File: src/rtl/pipe_adder.sv
// Pipelined ripple-carry adder/subtractor. Each stage adds one CHUNK-bit
// slice and registers the carry for the next slice. The last stage register
// drives the result. All stages share one stall signal, so a held output
// freezes the entire pipe.

module pipe_adder_slice #(
    parameter int CHUNK = 8
) (
    input  logic [CHUNK-1:0] a_i,
    input  logic [CHUNK-1:0] b_i,
    input  logic             c_i,
    output logic [CHUNK-1:0] s_o,
    output logic             c_o
);
    assign {c_o, s_o} = {1'b0, a_i} + {1'b0, b_i} + {{CHUNK{1'b0}}, c_i};
endmodule

module pipe_adder #(
    parameter int WIDTH = 32,
    parameter int CHUNK = 8
) (
    input  logic             clk,
    input  logic             rst_n,
    input  logic             in_valid,
    output logic             in_ready,
    input  logic [WIDTH-1:0] a,
    input  logic [WIDTH-1:0] b,
    input  logic             cin,
    input  logic             sub,
    output logic             out_valid,
    input  logic             out_ready,
    output logic [WIDTH-1:0] sum,
    output logic             cout,
    output logic             ovf
);
    localparam int STAGES = WIDTH / CHUNK;

    logic                          advance;
    logic [WIDTH-1:0]              b_eff;
    logic                          c0;

    // per-stage registers
    logic [STAGES-1:0]             vld_q;
    logic [STAGES-1:0]             cy_q;
    logic [STAGES-1:0][WIDTH-1:0]  a_q;
    logic [STAGES-1:0][WIDTH-1:0]  b_q;
    logic [STAGES-1:0][WIDTH-1:0]  res_q;

    // what each stage sees on its input side, and what it will register
    logic [STAGES-1:0]             src_v;
    logic [STAGES-1:0]             src_c;
    logic [STAGES-1:0][WIDTH-1:0]  src_a;
    logic [STAGES-1:0][WIDTH-1:0]  src_b;
    logic [STAGES-1:0][WIDTH-1:0]  src_r;
    logic [STAGES-1:0][CHUNK-1:0]  sl_s;
    logic [STAGES-1:0]             sl_c;
    logic [STAGES-1:0][WIDTH-1:0]  res_d;

    // The pipe moves whenever the output slot is empty or being drained.
    assign advance  = !vld_q[STAGES-1] || out_ready;
    assign in_ready = advance;

    // Subtraction is a + ~b + 1. The carry-in is forced to 1, so cin is ignored.
    assign b_eff = sub ? ~b : b;
    assign c0    = sub | cin;

    for (genvar k = 0; k < STAGES; k++) begin : g_stg
        if (k == 0) begin : g_head
            assign src_v[k] = in_valid;
            assign src_c[k] = c0;
            assign src_a[k] = a;
            assign src_b[k] = b_eff;
            assign src_r[k] = '0;
        end else begin : g_body
            assign src_v[k] = vld_q[k-1];
            assign src_c[k] = cy_q[k-1];
            assign src_a[k] = a_q[k-1];
            assign src_b[k] = b_q[k-1];
            assign src_r[k] = res_q[k-1];
        end

        pipe_adder_slice #(.CHUNK(CHUNK)) u_slice (
            .a_i (src_a[k][k*CHUNK +: CHUNK]),
            .b_i (src_b[k][k*CHUNK +: CHUNK]),
            .c_i (src_c[k]),
            .s_o (sl_s[k]),
            .c_o (sl_c[k])
        );

        // Lower slices pass through unchanged. This stage's slice is spliced in.
        always_comb begin
            res_d[k]                      = src_r[k];
            res_d[k][k*CHUNK +: CHUNK]    = sl_s[k];
        end
    end

    // Shift valid bits every advance. Data loads only behind a real op, so a
    // bubble leaves the previous result on the outputs.
    always_ff @(posedge clk or negedge rst_n) begin
        if (!rst_n) begin
            vld_q <= '0;
            cy_q  <= '0;
            a_q   <= '0;
            b_q   <= '0;
            res_q <= '0;
        end else if (advance) begin
            for (int k = 0; k < STAGES; k++) begin
                vld_q[k] <= src_v[k];
                if (src_v[k]) begin
                    cy_q[k]  <= sl_c[k];
                    a_q[k]   <= src_a[k];
                    b_q[k]   <= src_b[k];
                    res_q[k] <= res_d[k];
                end
            end
        end
    end

    assign out_valid = vld_q[STAGES-1];
    assign sum       = res_q[STAGES-1];
    assign cout      = cy_q[STAGES-1];
    // The full operands ride along, so the MSBs are available for signed overflow.
    assign ovf       = (a_q[STAGES-1][WIDTH-1] == b_q[STAGES-1][WIDTH-1]) &&
                       (res_q[STAGES-1][WIDTH-1] != a_q[STAGES-1][WIDTH-1]);

endmodule

File: config.mk
export PLATFORM = sky130hd
export DESIGN_NAME = pipe_adder
export DESIGN_NICKNAME = d
export VERILOG_FILES = /design/src/rtl/pipe_adder.sv
export SDC_FILE = /design/constraint.sdc
export NUM_CORES = 1
export LEC_CHECK = 0
export CAP_MARGIN = 25
export CORE_MARGIN = 1
export CORE_UTILIZATION = 56
export CTS_CLUSTER_SIZE = 40
export DETAILED_ROUTE_END_ITERATION = 12
export GPL_ROUTABILITY_DRIVEN = 0
export PLACE_DENSITY_LB_ADDON = 0.25
export SYNTH_ARGS = -nofsm -noshare
export SYNTH_HDL_FRONTEND = slang
export SYNTH_SLANG_ARGS = --single-unit
File: constraint.sdc
create_clock -name clk -period 2.85 [get_ports clk]
set_clock_uncertainty 0.05 [all_clocks]
set_input_delay 0.4275 -clock clk [delete_from_list [all_inputs] [get_ports clk]]
set_output_delay 0.4275 -clock clk [all_outputs]
set_load 0.01 [all_outputs]
==> results of run 1 <==
-- power by group --
| group | internal, W | switching, W |
|---|---|---|
| registers | 0.00384 | 0.000674 |
| logic | 0.00232 | 0.00206 |
| clock network | 0.00142 | 0.000939 |
| total | 0.00757 | 0.00367 |
-- cell families after synthesis --
family | Yosys count | share of synthesized area
flip-flops | 186 | 0.555
multiplexers | 129 | 0.173
adder cells (fa/ha/maj) | 36 | 0.0609
AND/OR/NAND/NOR | 83 | 0.0437
XOR/XNOR | 50 | 0.0522
buffers and inverters | 39 | 0.0285
AO/OA/AOI/OAI | 121 | 0.0861
-- layer usage --
metal	GRT usage	routed length [um]
met5	0	0
met4	0.0666	201
met3	0.0576	731
met2	0.367	7680
met1	0.277	6710
-- synth_stat cells, drive strengths merged --
library cell | count | area [sq um]
a211oi | 7 | 62.6
xor2 | 21 | 184
nor2b | 1 | 6.26
xnor2 | 29 | 254
ha | 28 | 350
nand2 | 59 | 234
inv | 10 | 37.5
o21a | 1 | 7.51
mux2 | 129 | 1450
a41o | 1 | 10.0
clkbuf | 4 | 15.0
a21o | 6 | 45.0
o31ai | 6 | 60.1
or2 | 1 | 6.26
dfrtp | 186 | 4650
and2 | 4 | 25.0
fa | 8 | 160
nand2b | 8 | 57.6
buf | 25 | 186
nor2 | 10 | 37.5
o21bai | 1 | 7.51
o21ai | 67 | 335
a31oi | 5 | 31.3
a211o | 2 | 17.5
o211ai | 3 | 22.5
a311o | 1 | 10.0
a21oi | 21 | 113
-- state kept, by name, summed over array words and instances, names as in the netlist --
| signal | cells |
|---|---|
| a_q | 49 |
| b_q | 49 |
| cy_q | 4 |
| res_d | 48 |
| sum | 32 |
| vld_q | 4 |
-- area by class of cell --
type / instances / area [sq um] / share of cell area
inverters: 10 / 37.5 / 0.00368
clock buffers: 24 / 472 / 0.0462
clock inverters: 7 / 116 / 0.0114
well taps: 184 / 230 / 0.0225
repair buffers: 117 / 1200 / 0.118
multi-input cells: 419 / 3500 / 0.343
flip-flops and latches: 186 / 4650 / 0.456
-- layout by cell type (no fill, tap or decap), types with 2 or more instances in the layout --
| cell | instances |
|---|---|
| dfrtp_1 | 186 |
| clkdlybuf4s50_1 | 103 |
| mux2_2 | 70 |
| o21ai_0 | 60 |
| mux2_1 | 59 |
| nand2_1 | 54 |
| xnor2_1 | 29 |
| ha_1 | 28 |
| xor2_1 | 21 |
| a21oi_1 | 19 |
| clkbuf_16 | 17 |
| inv_1 | 10 |
| nor2_1 | 10 |
| nand2b_1 | 7 |
| o21ai_1 | 7 |
| fa_1 | 7 |
| a21o_1 | 6 |
| buf_4 | 6 |
| a31oi_1 | 5 |
| a211oi_1 | 5 |
| clkbuf_1 | 5 |
| buf_12 | 5 |
| nand2_2 | 4 |
| and2_1 | 3 |
| o31ai_1 | 3 |
| o31ai_2 | 3 |
| o211ai_1 | 3 |
| bufinv_16 | 3 |
| a211o_1 | 2 |
| a21oi_2 | 2 |
| a211oi_2 | 2 |
| clkinv_2 | 2 |
| clkbuf_8 | 2 |
-- timing repair --
item | 4_1_cts | 5_1_grt
gates resized for setup | 0 | 0
buffers inserted | 0 | 0
hold buffers | 1 | 0
endpoints found under the hold margin | 66 | 0
-- worst max-delay path, stage by stage --
cell,delay [ps]
clkdlybuf4s50_1,400
or2_2,290
fa_1,420
fa_2,380
a21oi_2,180
o21ai_1,130
a311o_1,360
a21oi_1,170
o21ai_1,70
-- final timing paths --
| path | to | cells after the start |
|---|---|---|
| min in group asynchronous | a_q[59] | 2 |
| min | res_d[117] | 2 |
| min reg2reg | res_d[117] | 2 |
| max reg2reg | sum[30] | 7 |
| max in group asynchronous | res_d[111] | 3 |
| max | cy_q[0] | 9 |
-- per-stage QoR --
stage | setup slack [ps] | area (sq um) | total power (W) | util | hold WS [ps]
floorplan | 36.3 | 8390 | 0.00749 | - | 81.9
global placement | -6.02 | 9610 | 0.00870 | 0.659 | 407
detailed placement | -157 | 9610 | 0.00896 | 0.659 | 417
CTS | 294 | 10200 | 0.0113 | 0.700 | 432
global route | 173 | 10200 | 0.0121 | 0.700 | 449
finish | 280 | 10200 | 0.0112 | 0.700 | 426
==> run_results.csv, run 1 <==
group,metric,value,unit
status,status,"finished clean",
finish,syn2layout_area_growth,21.8,%
setup_path,crit_path_start_kind,"input pin",
timing,final.period_utilization,0.902,
timing,setup-violations-final,0,
setup_path,critPathRequiredTime,3100,ps
route,antenna_violating_nets_post_route,0,
finish,nFillCells,1009,
finish,final_layout_size_suffix_gt1_frac,0.163,
timing,fmax,389,MHz
worst_hold_path,hp-start,"res_d[117]",
flow_run,drv_cap,0,
placement,io_buffers,105,
floorplanning,core,14600,sq um
route,detail_route.wl_per_cell,16.2,um
clock_tree,cts_sinks,186,
floorplanning,row_count,44,
synthesis,seq_area_frac_synth,0.555,
route,dr.pass1.iters,5,
setup_path,crit_path_end_kind,"register",
setup_path,reg2reg_slack,350,ps
timing,fin_crit,2570,ps
finish,finalNonFillerCells,947,
power,power_density,1100,nW/um^2
synthesis,ys_warn_count,0,
floorplanning,die_y,124,um
timing,finalHoldViolations,0,
floorplanning,dieWidth,124,um
route,vias_per_cell,5.45,
power,leakagePower,4.49,nW
grt,overflow,0,
placement,dp_cells,915,
synthesis,syn_nets,750,
clock_tree,clock_path_buffers,2,
setup_path,critPathKind,"input pin to register",
setup_path,critPathLaunch,"cin",
placement,dp_hpwl,10800,um
synthesis,synth_seq_cells,186,
floorplanning,io_pins,106,
synthesis,synthCells,644,
route,via_count,5163,
clock_tree,h-tree-depth,4,
grt,antenna_found_initial,0,
power,ir_drop,0.521,mV
timing,rsz0062_at_grt,"no",
clock_tree,cts-root-buf,"clkbuf_16",
route,drtIter0Drc,258,
synthesis,synth_cell_types,39,
grt,grt_pass1_vias,5570,
clock_tree,clkLatencyLatePin,420,ps
setup_path,timing.rr.start,"a_q[88]",
route,drc,0,
grt,grt_max_degree,70,
clock_tree,cts_buffers,17,
floorplanning,initial_core_util,0.575,
grt,grt_pass1_wl,26800,um
timing,worstMarginPinSlew,643,ps
timing,setup_tns,0,ps
worst_hold_path,hold_class,"register to register",
clock_tree,cts_tree,"done",
setup_path,cp_max_fo,2,
route,finalWirelength,15300,um
timing,slew_headroom,0.571,
floorplanning,dieArea,15500,sq um
finish,n_antenna_cell,0,
grt,grt.total_usage,0.218,
synthesis,synthesis.area,8380,sq um
setup_path,cp.arrival,2820,ps
clock_tree,clkSlewWorstSetupHoldPaths,60,ps
timing,drv_slew,0,
finish,finalNetCount,857,
synthesis,synth.avg_cell_area,13.0,sq um
(Power assumes the default switching activity.)
==> run 2, diff against run 1 <==
Settings changed: SYNTH_HIERARCHICAL set to 1.
==> run 2 against run 1 <==
The run now ends with DRC left. Global-route usage grew 1.5 points. Sequential power grew 2%. Area after synthesis grew 1.9%. First-iteration DRC count grew 16%. Wire length grew 9.3%. Clock-buffer cell count shrank 2. Combinational power grew 20%. Critical path depth shrank 1. Die area grew 1.8%. Cell area grew 2.0%. Clock power shrank 4%.
==> run_results.csv, run 2 <==
group,metric,value,unit
clock_tree,clkSlewWorstSetupHoldPaths,70,ps
synthesis,synth_area_leaders,"dfrtp_1 (55%), mux2_2 (20%), ha_1 (4.1%)",
route,detail_route.wl_per_cell,17.8,um
clock_tree,cts_sinks,186,
route,via_count,5265,
synthesis,synth-edff-count,0,
clock_tree,cts_buffers,17,
power,pwr-share-clk,0.187,
power,leakagePower,4.37,nW
finish,n_antenna_cell,0,
power,ir_drop,0.626,mV
floorplanning,io_pins,106,
timing,fmax,412,MHz
floorplanning,initial_core_util,0.581,
setup_path,crit_path_start_kind,"input pin",
setup_path,critPathKind,"input pin to register",
finish,multi_input_comb_area,3670,sq um
route,drc,1,
power,p_sw_frac,0.330,
synthesis,synthMuxAreaShare,0.214,
finish,nFillCells,1047,
floorplanning,core,14700,sq um
flow_run,drv_cap,0,
placement,preCtsSetupSlack,1.28,ps
floorplanning,die_y,125,um
synthesis,yosys.area_share.adder,0.0598,
synthesis,synthesis.area,8540,sq um
synthesis,synth_top_family_by_area,"multiplexers",
synthesis,seq_area_frac_synth,0.545,
synthesis,syn_nets,737,
setup_path,cp_max_fo,2,
power,power_density,1160,nW/um^2
synthesis,synth_seq_cells,186,
route,antenna_violating_nets_post_route,0,
timing,slew_headroom,0.568,
setup_path,cp.arrival,2680,ps
clock_tree,clkLatencyLatePin,420,ps
route,vias_per_cell,5.61,
timing,rsz0062_at_grt,"no",
power,combPwrFrac,0.434,
finish,layout_common_cells,"dfrtp_1 (186), mux2_2 (155), clkdlybuf4s50_1 (103), a21oi_1 (66), xnor2_1 (34)",
synthesis,synthArstFlopShare,1.00,
grt,grt.total_usage,0.233,
clock_tree,hold_buffers,1,
clock_tree,cts_setup_buffers,0,
timing,fin_crit,2430,ps
grt,grt_max_degree,70,
finish,layout_commonest_cell,"dfrtp_1",
worst_hold_path,hp-start,"vld_q[2]",
placement,io_buffers,105,
synthesis,ys_warn_count,6,
timing,drv_slew,0,
clock_tree,cts_resized,0,
finish,stdcell_area,10400,sq um
status,status,"finished with violations",
synthesis,synth.most_common_cell,"dfrtp_1",
synthesis,synthCells,631,
grt,antenna_found_initial,0,
synthesis,synth.avg_cell_area,13.5,sq um
worst_hold_path,hold_class,"register to register",
synthesis,synth_compound_area_frac,0.0731,
synthesis,synth_flop_cell,"dfrtp_1",
status,violations,"DRC",
power,internal-power,0.00813,W
synthesis,synth_area_leader_cell,"dfrtp_1",
timing,setup-violations-final,0,
synthesis,synth_cell_types,43,
synthesis,synth_xor_area_frac,0.0503,
setup_path,critPathRequiredTime,3100,ps
clock_tree,clock_path_buffers,2,
timing,final.period_utilization,0.851,
setup_path,critPathLaunch,"cin",
route,finalWirelength,16700,um
floorplanning,row_count,44,
setup_path,timing.rr.start,"a_q[88]",
synthesis,synth_top_area_share,0.545,
setup_path,crit_path_end_kind,"register",
floorplanning,dieArea,15700,sq um
floorplanning,dieWidth,125,um
finish,ff_latch_area,4650,sq um
power,p_sw,0.00400,W
clock_tree,cts_tree,"done",
grt,grt_pass1_vias,5668,
timing,finalHoldViolations,0,
clock_tree,cts-root-buf,"clkbuf_16",
finish,final_layout_size_suffix_gt1_frac,0.291,
synthesis,yosys.area_share.simple,0.0327,
placement,dpl_cell_area,9830,sq um
route,drtIter0Drc,299,
clock_tree,h-tree-depth,4,
synthesis,ys_top_cells_by_count,"dfrtp_1 (186), mux2_2 (155), a21oi_1 (66)",
grt,overflow,0,
timing,worstMarginPinSlew,648,ps
route,dr.pass1.iters,8,
finish,finalNetCount,848,
finish,syn2layout_area_growth,21.9,%
timing,setup_tns,0,ps
placement,dp_hpwl,11500,um
finish,final_util,0.708,
timing,setup_ws,425,ps
power,seq_power_share,0.379,
grt,grt_pass1_wl,28500,um
-- run 2: cells by family (layout without fill, tap and decap cells) --
family	Yosys count	in the layout
AO/OA/AOI/OAI	104	104
XOR/XNOR	49	49
adder cells (fa/ha/maj)	36	36
buffers and inverters	41	165
flip-flops	186	186
multiplexers	161	161
AND/OR/NAND/NOR	54	54
-- run 2: final cells by class --
class,count,area share
tap,184,0.0221
sequential,186,0.447
timing repair buffer,121,0.118
clock buffer,22,0.0465
inverter,12,0.00433
clock inverter,10,0.00877
multi-input combinational,404,0.353
-- run 2: worst paths after layout --
kind	to	depth (start not counted)	slack [ps]
worst max-delay path	res_d[38]	8	420
worst min-delay path	vld_q[3]	2	440
worst max register to register	cy_q[3]	7	490
worst min register to register	vld_q[3]	2	440
max in group asynchronous	res_d[117]	3	1430
min in group asynchronous	sum[27]	2	530
-- run 2: layer usage --
layer,global-route usage,wire (um),vias to the layer above
met5,0,0,-
met1,0.296,7440,2674
li1,-,-,2473
met4,0.0746,263,0
met3,0.0573,586,25
met2,0.393,8460,93
-- run 2: power groups by stage --
| stage | Combinational (W) | Clock [W] | Sequential [W] |
|---|---|---|---|
| 2_1_floorplan | 0.00368 | 0 | 0.00451 |
| 3_3_place_gp | 0.00500 | 0 | 0.00456 |
| 3_5_place_dp | 0.00525 | 0 | 0.00464 |
| 4_1_cts | 0.00530 | 0.00232 | 0.00461 |
| 5_1_grt | 0.00579 | 0.00243 | 0.00476 |
| 6_report | 0.00526 | 0.00227 | 0.00460 |
-- run 2: critical path, cell delays in order --
cell and delay (ps):
clkdlybuf4s50_1 390, or2_2 280, fa_1 410, fa_1 410, a21oi_1 220, o21a_1 170
xnor2_1 70, mux2_2 290
-- run 2: metrics by stage --
| stage | instances | power (W) | hold slack, ps |
|---|---|---|---|
| after CTS | 939 | 0.0122 | 439 |
| after global placement | 906 | 0.00956 | 420 |
| after floorplan | 631 | 0.00820 | 81.9 |
| after global routing | 939 | 0.0130 | 459 |
| after detailed placement | 906 | 0.00989 | 430 |
| final | 939 | 0.0121 | 440 |
==> run 3, diff against run 2 <==
Settings changed: CORE_UTILIZATION 56 to 55.
==> run 3 against run 2 <==
The run now ends clean. Sequential share of layout area down 0.49 points. Global-route usage about the same. Clock-buffer cell count down 1. Worst hold slack better by 7.5 ps. Flip-flop and latch count unchanged. Final cell count up 0.64%. First-iteration DRC count down 22%. Largest power group unchanged.
==> run_results.csv, run 3 (synthesis gave the netlist of run 2 again) <==
group,metric,value,unit
clock_tree,cts_setup_buffers,0,
timing,fmax,413,MHz
setup_path,path_depth,7,
grt,grt.total_usage,0.233,
route,drtIter0Drc,232,
timing,finalHoldViolations,0,
placement,dp_hpwl,11700,um
status,status,"finished clean",
floorplanning,io_pins,106,
timing,worstMarginPinSlew,713,ps
route,via_count,5316,
grt,grt_max_degree,75,
finish,final_layout_size_suffix_gt1_frac,0.293,
finish,layout_commonest_cell,"dfrtp_1",
clock_tree,cts-root-buf,"clkbuf_16",
setup_path,rr_worst_depth,7,
floorplanning,row_count,45,
timing,final.period_utilization,0.850,
timing,rsz0062_at_grt,"no",
finish,layout_common_cells,"dfrtp_1 (186), mux2_2 (155), clkdlybuf4s50_1 (103), a21oi_1 (66), xnor2_1 (34)",
grt,grt_pass1_vias,5827,
setup_path,crit_top_cell,"fa_1",
setup_path,critPathRequiredTime,3120,ps
setup_path,crit_path_end_kind,"register",
grt,overflow,0,
power,leakagePower,4.42,nW
floorplanning,dieArea,16000,sq um
power,ir_drop,0.658,mV
clock_tree,cts_resized,0,
timing,setup-violations-final,0,
finish,syn2layout_area_growth,23.3,%
setup_path,timing.rr.start,"a_q[88]",
route,drc,0,
setup_path,slowest_stage,"fa_1",
worst_hold_path,hold_class,"register to register",
finish,multi_input_comb_area,3670,sq um
route,antenna_violating_nets_post_route,0,
clock_tree,cts_sinks,186,
clock_tree,cts_buffers,17,
setup_path,critPathTopFamily,"adder cells",
placement,io_buffers,105,
setup_path,crit_end,"cy_q[3]",
setup_path,cp_max_fo,3,
timing,drv_slew,0,
route,vias_per_cell,5.63,
clock_tree,clkLatencyLatePin,430,ps
timing,setup_ws,429,ps
setup_path,cp.arrival,2690,ps
setup_path,critPathLaunch,"a_q[88]",
timing,setup_tns,0,ps
setup_path,crit_path_start_kind,"register",
setup_path,critPathKind,"register to register",
floorplanning,dieWidth,127,um
grt,grt_pass1_wl,28600,um
route,detail_route.wl_per_cell,18.1,um
setup_path,reg2reg_slack,430,ps
power,power_density,1190,nW/um^2
setup_path,path_cells,"fa_1, fa_1, a21oi_1, nor2b_1, a31oi_1, o21ai_0, mux2_2",
finish,n_antenna_cell,0,
flow_run,drv_cap,0,
floorplanning,die_y,127,um
route,finalWirelength,17200,um
setup_path,critPathBufInv,0,
placement,preCtsSetupSlack,9.87,ps
grt,antenna_found_initial,0,
clock_tree,clock_path_buffers,2,
clock_tree,cts_tree,"done",
timing,fin_crit,2420,ps
timing,slew_headroom,0.524,
finish,nFillCells,1062,
clock_tree,clkSlewWorstSetupHoldPaths,70,ps
setup_path,critPathMaxStageDelay,510,ps
route,dr.pass1.iters,5,
floorplanning,core,15200,sq um
clock_tree,h-tree-depth,4,
finish,finalNetCount,850,
setup_path,r2r-end,"cy_q[3]",
finish,ff_latch_area,4650,sq um
floorplanning,initial_core_util,0.562,
run 3: routing by layer:
layer  wire (um)  up-vias  track usage
met2        9160       97        0.423
met4         278        0       0.0744
met5           0        -            0
met3         529       26       0.0515
met1        7180     2716        0.274
li1            -     2477            -
run 3: repair_timing:
item                                    4_1_cts  5_1_grt
endpoints found under the setup margin        0        0
hold buffers                                  1        0
hold endpoints to repair                     27        0
run 3: power by group:
group | internal, W | switching (W) | total [W]
logic | 0.00294 | 0.00234 | 0.00529
clock network | 0.00172 | 0.000979 | 0.00269
registers | 0.00388 | 0.000711 | 0.00459
total | 0.00854 | 0.00403 | 0.0126
run 3: tightest hold or removal path: cells and delay by family (launching register included):
kind / cells / cell delay, ps
simple gates: 1 / 50
flops: 1 / 360
buf+inv: 1 / 60
run 3: per-stage QoR:
| stage | utilization | hold WS (ps) | instance area (sq um) | std cells | total power, W |
|---|---|---|---|---|---|
| 2_1_floorplan | - | 81.9 | 8540 | 631 | 0.00820 |
| 3_3_place_gp | 0.647 | 417 | 9830 | 912 | 0.00956 |
| 3_5_place_dp | 0.647 | 435 | 9830 | 912 | 0.00987 |
| 4_1_cts | 0.693 | 453 | 10500 | 945 | 0.0127 |
| 5_1_grt | 0.693 | 464 | 10500 | 945 | 0.0134 |
| 6_report | 0.693 | 448 | 10500 | 945 | 0.0126 |
run 3: worst min-delay path by stage:
| stage | depth (start not counted) | from | end |
|---|---|---|---|
| after floorplan | 0 | rst_n | a_q[10] |
| after global placement | 2 | vld_q[2] | vld_q[3] |
| after detailed placement | 2 | vld_q[2] | vld_q[3] |
| after CTS | 2 | vld_q[2] | vld_q[3] |
| after global routing | 1 | res_d[99] | res_d[99] |
| final | 2 | vld_q[2] | vld_q[3] |
run 3: area by class of cell:
| type | count | area share |
|---|---|---|
| multi-input combinational | 404 | 0.349 |
| tap | 188 | 0.0223 |
| clock inverter | 11 | 0.0203 |
| clock buffer | 21 | 0.0447 |
| timing repair buffer | 123 | 0.117 |
| inverter | 12 | 0.00428 |
| sequential | 186 | 0.442 |
